## src/rtl/seq_adder_nbit_pkg.sv

```systemverilog
// Shared types and helpers for the chunked sequential add/subtract unit.
// State encoding is fixed at 2 bits so the FSM matches the adder family's register map.
package seq_adder_nbit_pkg;

  typedef enum logic [1:0] {
    S_IDLE = 2'd0,
    S_RUN  = 2'd1,
    S_DONE = 2'd2
  } state_e;

  // Counter width for NCHUNK chunks; a single-chunk build still needs a 1-bit counter.
  function automatic int cnt_width(input int nchunk);
    return (nchunk > 1) ? $clog2(nchunk) : 1;
  endfunction

endpackage

```

## src/rtl/seq_adder_nbit_chunk.sv

```systemverilog
// N-bit ripple-carry slice built from full-adder cells; purely combinational.
// The top reuses one instance of this slice for every chunk of the operands.
module full_adder (
  input  logic a,
  input  logic b,
  input  logic c_in,
  output logic sum,
  output logic c_out
);
  assign sum   = a ^ b ^ c_in;
  assign c_out = (a & b) | (c_in & (a ^ b));
endmodule

module adder_chunk #(
  parameter int N = 2
) (
  input  logic [N-1:0] a,
  input  logic [N-1:0] b,
  input  logic         c_in,
  output logic [N-1:0] sum,
  output logic         c_out
);

  logic [N:0] carry;

  assign carry[0] = c_in;

  generate
    for (genvar gi = 0; gi < N; gi++) begin : g_fa
      full_adder u_fa (
        .a     (a[gi]),
        .b     (b[gi]),
        .c_in  (carry[gi]),
        .sum   (sum[gi]),
        .c_out (carry[gi+1])
      );
    end
  endgenerate

  assign c_out = carry[N];

endmodule

```

## src/rtl/seq_adder_nbit.sv

```systemverilog
// Multi-cycle WIDTH-bit add/subtract: CHUNK bits per cycle through one shared adder slice,
// carry held in a register between chunks, valid/ready handshake on both sides.
module seq_adder_nbit
  import seq_adder_nbit_pkg::*;
#(
  parameter int WIDTH = 8,
  parameter int CHUNK = 2
) (
  input  logic             clk,
  input  logic             reset_n,
  input  logic             in_valid,
  output logic             in_ready,
  input  logic             sub,
  input  logic [WIDTH-1:0] A,
  input  logic [WIDTH-1:0] B,
  output logic             out_valid,
  input  logic             out_ready,
  output logic [WIDTH:0]   Sum_out,
  output logic             overflow
);

  localparam int NCHUNK = WIDTH / CHUNK;
  localparam int CNT_W  = cnt_width(NCHUNK);

  generate
    if (WIDTH < 2 || CHUNK < 1 || (WIDTH % CHUNK) != 0) begin : g_bad_params
      $error("seq_adder_nbit: WIDTH must be >= 2 and divisible by CHUNK");
    end
  endgenerate

  state_e             state_q, state_d;
  logic [CNT_W-1:0]   cnt_q, cnt_d;
  logic               carry_q, carry_d;
  logic [WIDTH-1:0]   a_q, a_d;
  logic [WIDTH-1:0]   b_q, b_d;
  logic [WIDTH-1:0]   res_q, res_d;
  logic               a_msb_q, a_msb_d;
  logic               b_msb_q, b_msb_d;

  logic [CHUNK-1:0]   chunk_a;
  logic [CHUNK-1:0]   chunk_b;
  logic [CHUNK-1:0]   chunk_sum;
  logic               chunk_cout;
  logic               last_chunk;

  assign chunk_a    = a_q[cnt_q*CHUNK +: CHUNK];
  assign chunk_b    = b_q[cnt_q*CHUNK +: CHUNK];
  assign last_chunk = (cnt_q == CNT_W'(NCHUNK - 1));

  adder_chunk #(.N(CHUNK)) u_chunk (
    .a     (chunk_a),
    .b     (chunk_b),
    .c_in  (carry_q),
    .sum   (chunk_sum),
    .c_out (chunk_cout)
  );

  always_comb begin
    state_d = state_q;
    cnt_d   = cnt_q;
    carry_d = carry_q;
    a_d     = a_q;
    b_d     = b_q;
    res_d   = res_q;
    a_msb_d = a_msb_q;
    b_msb_d = b_msb_q;
    case (state_q)
      S_IDLE: begin
        if (in_valid) begin
          // Subtraction folds into addition: A + ~B with carry-in 1.
          a_d     = A;
          b_d     = sub ? ~B : B;
          carry_d = sub;
          cnt_d   = '0;
          a_msb_d = A[WIDTH-1];
          b_msb_d = sub ? ~B[WIDTH-1] : B[WIDTH-1];
          state_d = S_RUN;
        end
      end
      S_RUN: begin
        res_d[cnt_q*CHUNK +: CHUNK] = chunk_sum;
        carry_d = chunk_cout;
        if (last_chunk) begin
          state_d = S_DONE;
        end else begin
          cnt_d = cnt_q + CNT_W'(1);
        end
      end
      S_DONE: begin
        if (out_ready) begin
          state_d = S_IDLE;
        end
      end
      default: state_d = S_IDLE;
    endcase
  end

  always_ff @(posedge clk or negedge reset_n) begin
    if (!reset_n) begin
      state_q <= S_IDLE;
      cnt_q   <= '0;
      carry_q <= 1'b0;
      a_q     <= '0;
      b_q     <= '0;
      res_q   <= '0;
      a_msb_q <= 1'b0;
      b_msb_q <= 1'b0;
    end else begin
      state_q <= state_d;
      cnt_q   <= cnt_d;
      carry_q <= carry_d;
      a_q     <= a_d;
      b_q     <= b_d;
      res_q   <= res_d;
      a_msb_q <= a_msb_d;
      b_msb_q <= b_msb_d;
    end
  end

  // in_ready follows reset_n directly so it is low for the whole reset pulse.
  assign in_ready  = reset_n && (state_q == S_IDLE);
  assign out_valid = (state_q == S_DONE);
  assign Sum_out   = {carry_q, res_q};
  assign overflow  = (state_q == S_DONE) && (a_msb_q == b_msb_q) && (res_q[WIDTH-1] != a_msb_q);

endmodule

```

## config.mk

```make
export PLATFORM = sky130hd
export DESIGN_NAME = seq_adder_nbit
export DESIGN_NICKNAME = d
export VERILOG_FILES = /design/src/rtl/seq_adder_nbit_pkg.sv /design/src/rtl/seq_adder_nbit_chunk.sv /design/src/rtl/seq_adder_nbit.sv
export SDC_FILE = /design/constraint.sdc
export NUM_CORES = 1
export LEC_CHECK = 0
export ABC_AREA = 1
export CAP_MARGIN = 20
export CORE_UTILIZATION = 62
export DETAILED_ROUTE_END_ITERATION = 6
export DONT_BUFFER_PORTS = 1
export PLACE_DENSITY_LB_ADDON = 0.3
export SLEW_MARGIN = 15
export SYNTH_ARGS = -nofsm -noshare
export SYNTH_HDL_FRONTEND = slang
export SYNTH_SLANG_ARGS = --single-unit
```

## constraint.sdc

```tcl
create_clock -name clk -period 2.6 [get_ports clk]
set_clock_uncertainty 0.2 [all_clocks]
set_input_delay 0 -clock clk [delete_from_list [all_inputs] [get_ports clk]]
set_output_delay 0 -clock clk [all_outputs]
set_load 0.05 [all_outputs]
```

==> impl_metrics.env, run 1 <==
export IMPL_synth_compound_area_frac=0.0478
export IMPL_die_w_um=53.6
export IMPL_dp_hpwl_mm=2.30
export IMPL_cts_resized=0
export IMPL_htreeDepth=2
export IMPL_synth_top_family_by_area="simple AND/OR/NAND/NOR gates"
export IMPL_cts_hold_buf=63
export IMPL_failed_stage="global routing"
export IMPL_ys_flop_type="dfrtp_1"
export IMPL_error="[ERROR DPL-0033] detailed placement checks failed during check placement."
export IMPL_ys_ff_latch=29
export IMPL_synth_xor_area_share=0.0425
export IMPL_cts_setup_buffers=0
export IMPL_synthSimpleGateAreaFrac=0.305
export IMPL_dpl_worst_slack_ps=187
export IMPL_ys_async_sr_fraction=1.00
export IMPL_numCtsBuffers=5
export IMPL_grt_max_degree=30
export IMPL_worst_ep_kind="register data pin"
export IMPL_yosysWarnings=0
export IMPL_yosysTopAreaCell="dfrtp_1"
export IMPL_gp_congestion=0.841
export IMPL_crit_endpoint="b_q[2]$_DFFE_PN0P_/D"
export IMPL_clk_path_buf_depth=2
export IMPL_synth_area_mm2=0.00165
export IMPL_syn_inst=216
export IMPL_synth_area_top_cells="dfrtp_1 (44%), nand2_1 (23%), inv_1 (5.2%)"
export IMPL_die_y_um=53.6
export IMPL_cts_root_buf="clkbuf_4"
export IMPL_yosysMostFrequentCell="nand2_1"
export IMPL_cts_sinks=29
export IMPL_row_count=18
export IMPL_synth_mux_area_frac=0
export IMPL_start_util=0.660
export IMPL_ys_seq_area_frac=0.440
export IMPL_yosys_area_share_adder=0.0697
export IMPL_synth_top_area_frac=0.440
export IMPL_syn_area_per_cell_um2=7.64
export IMPL_antenna_found_initial=0
export IMPL_synth_edf_count=0
export IMPL_status="stopped before the end"
export IMPL_synth_nets=245
export IMPL_num_io_pins=33
export IMPL_numPortBuffers=0
export IMPL_synth_cell_type_count=21
export IMPL_synth_common_cells="nand2_1 (100), dfrtp_1 (29), inv_1 (23), nand3_1 (10)"
-- kinds of logic after synthesis --
logic type,count (synthesis)
AND/OR/NAND/NOR,124
buffers and inverters,34
flip-flops,29
AO/OA/AOI/OAI,13
XOR/XNOR,8
adder cells (fa/ha/maj),8
-- metrics by stage --
step	cells	hold slack, ps	area [µm²]	utilization
detailed placement	244	-495	1680	0.670
CTS	315	47.2	2410	0.964
floorplan	216	-496	1650	-
global placement	244	-495	1680	0.670
==> run 2, diff against run 1 <==
CORE_UTILIZATION = 40   (was 62)
PLACE_DENSITY_LB_ADDON = 0.15   (was 0.3)
==> impl_metrics.env, run 2 <==
export IMPL_powerDensity_mw_per_mm2=1220
export IMPL_final_cell_mix="nand2_1 (100), dlygate4sd3_1 (44), dfrtp_1 (29)"
export IMPL_clock_latency_ps=280
export IMPL_r2r_end="res_q[3]"
export IMPL_wl_per_cell_um=12.1
export IMPL_row_count=22
export IMPL_status="finished, final reports clean"
export IMPL_reg2reg_depth=8
export IMPL_numCtsBuffers=5
export IMPL_ys_ff_latch=29
export IMPL_ys_seq_area_frac=0.440
export IMPL_numPortBuffers=0
export IMPL_dp_hpwl_mm=2.36
export IMPL_vias_per_cell=4.66
export IMPL_dr_total_vias=1477
export IMPL_holdWs_ps=41.5
export IMPL_max_slew_margin_rel=0.657
export IMPL_yosysWarnings=0
export IMPL_syn_area_per_cell_um2=7.64
export IMPL_ir_drop_v=0.000658
export IMPL_drcViolationCount=0
export IMPL_min_period_over_period=0.924
export IMPL_num_io_pins=33
export IMPL_clock_fmax_mhz=416
export IMPL_yosysTopAreaCell="dfrtp_1"
export IMPL_hold_violations=0
export IMPL_finalPower_mw=2.77
export IMPL_synth_area_top_cells="dfrtp_1 (44%), nand2_1 (23%), inv_1 (5.2%)"
export IMPL_synth_nets=245
export IMPL_grt_max_degree=30
export IMPL_reg2reg_slack_ps=200
export IMPL_slew_violations=0
export IMPL_slowest_stage="fa_1"
export IMPL_die_y_um=66.2
export IMPL_dr_pass1_iters=4
export IMPL_critPathArrivalTime_ps=2400
export IMPL_final_common_cell="nand2_1"
export IMPL_min_to="in_ready"
export IMPL_critical_path_top_delay_family="adder cells"
export IMPL_synth_cell_type_count=21
export IMPL_ys_async_sr_fraction=1.00
export IMPL_endpoint_kind="flip-flop"
export IMPL_cts_root_buf="clkbuf_8"
export IMPL_reg_top3="a_q: 8 flops, b_q: 8 flops, res_q: 8 flops"
export IMPL_whs_path_depth=3
export IMPL_drt_iter0_drc=75
export IMPL_final_nets=297
export IMPL_crit_path_start_kind="flip-flop"
export IMPL_worst_slew_pin_slew_ps=514
export IMPL_setup_viol=0
export IMPL_critPathKind="reg2reg"
export IMPL_critPathBufInv=1
export IMPL_synth_top_area_frac=0.440
export IMPL_globalRouteTotalUtil=0.213
export IMPL_ys_flop_type="dfrtp_1"
export IMPL_cp_slowest_stage_delay_ps=550
export IMPL_die_w_um=66.2
export IMPL_p_leak_nw=1.22
export IMPL_fin_cells=317
export IMPL_gp_congestion=0.861
export IMPL_r2r_start="cnt_q[0]"
export IMPL_fin_setup_tns_ps=0
export IMPL_synth_common_cells="nand2_1 (100), dfrtp_1 (29), inv_1 (23), nand3_1 (10)"
export IMPL_grt_pass1_vias=1588
export IMPL_antenna_cells=0
export IMPL_yosysMostFrequentCell="nand2_1"
export IMPL_synth_edf_count=0
export IMPL_die_area_mm2=0.00439
export IMPL_period_minus_slack_ps=2400
export IMPL_dp_cells=263
export IMPL_crit_chain="inv_1, nand2_1, o211ai_1, nand2_1, fa_1, fa_1, nand3_1, o21ai_0"
export IMPL_core_mm2=0.00380
export IMPL_cp_data_required_time_ps=2600
export IMPL_maxCapViolCount=0
export IMPL_htreeDepth=2
export IMPL_wl_mm=3.83
export IMPL_area_growth_pct=37.5
export IMPL_drive_gt1_frac=0.0855
export IMPL_path_clk_slew_ps=60
export IMPL_cts_resized=0
export IMPL_crit_path_max_fanout=10
export IMPL_antenna_found_initial=0
export IMPL_start_util=0.434
export IMPL_cts_sinks=29
export IMPL_post_route_util=0.597
export IMPL_fill_cells=361
export IMPL_synth_area_mm2=0.00165
export IMPL_cts_tree="yes"
export IMPL_gr_total_overflow=0
export IMPL_min_from="reset_n"
export IMPL_postRouteAntennaNets=0
export IMPL_rsz0062_at_grt="no"
export IMPL_grt_pass1_wl_mm=6.92
export IMPL_syn_inst=216
export IMPL_hp_class="in2out"
export IMPL_clk_path_buf_depth=2
run 2: cell counts after synthesis:
No cell type changed its count.
run 2: worst max path at each step:
stage	start	endpoint	slack [ps]	cells past startpoint
global route	cnt_q[0]	res_q[3]	30	8
detailed placement	cnt_q[0]	res_q[3]	230	8
floorplan	cnt_q[0]	res_q[3]	260	9
CTS	cnt_q[0]	res_q[3]	210	8
global placement	cnt_q[0]	res_q[3]	290	9
finish	cnt_q[0]	res_q[3]	200	8
run 2: what timing repair did:
action | CTS | global route
buffers inserted | 0 | 0
endpoints found under the hold margin | 50 | 0
hold buffers | 46 | 0
run 2: layer usage:
metal / vias to the layer above / GRT usage / routed length (µm)
li1: 764 / - / -
met1: 673 / 0.250 / 1720
met2: 34 / 0.367 / 1910
met3: 6 / 0.0655 / 146
met4: 0 / 0.0718 / 57
met5: - / 0 / 0
run 2: layout make-up:
class	instances	area [µm²]	area share
clock inverters	2	10.0	0.00441
repair buffers	53	533	0.235
well taps	48	60.1	0.0265
multi-input cells	153	767	0.338
flip-flops and latches	29	726	0.320
inverters	26	100	0.0441
clock buffers	6	72.6	0.0320
run 2: where the power goes:
part / total, mW / switching [mW] / internal, mW
Clock: 0.356 / 0.171 / 0.185
Combinational: 1.48 / 0.835 / 0.645
Sequential: 0.935 / 0.290 / 0.646
Total: 2.77 / 1.30 / 1.48
run 2: worst min-delay path: stages:
cell and delay (ps):
inv_1 30, nor2_1 40, buf_4 170
run 2: cell families after synthesis:
logic type / Yosys count / share of synthesized area
and+or+nand+nor: 124 / 0.305
buffers and inverters: 34 / 0.0955
DFF: 29 / 0.440
AOI/OAI and AO/OA: 13 / 0.0478
xor gates and xnor gates: 8 / 0.0425
adders and majority gates: 8 / 0.0697
run 2: metrics by stage:
stage                     area, µm²  setup slack [ps]
after floorplan                1650               256
after global placement         1710               286
after detailed placement       1710               230
after CTS                      2270               213
after global routing           2270              34.5
final                          2270               196
Note: power is estimated with default switching activity, not from simulation.
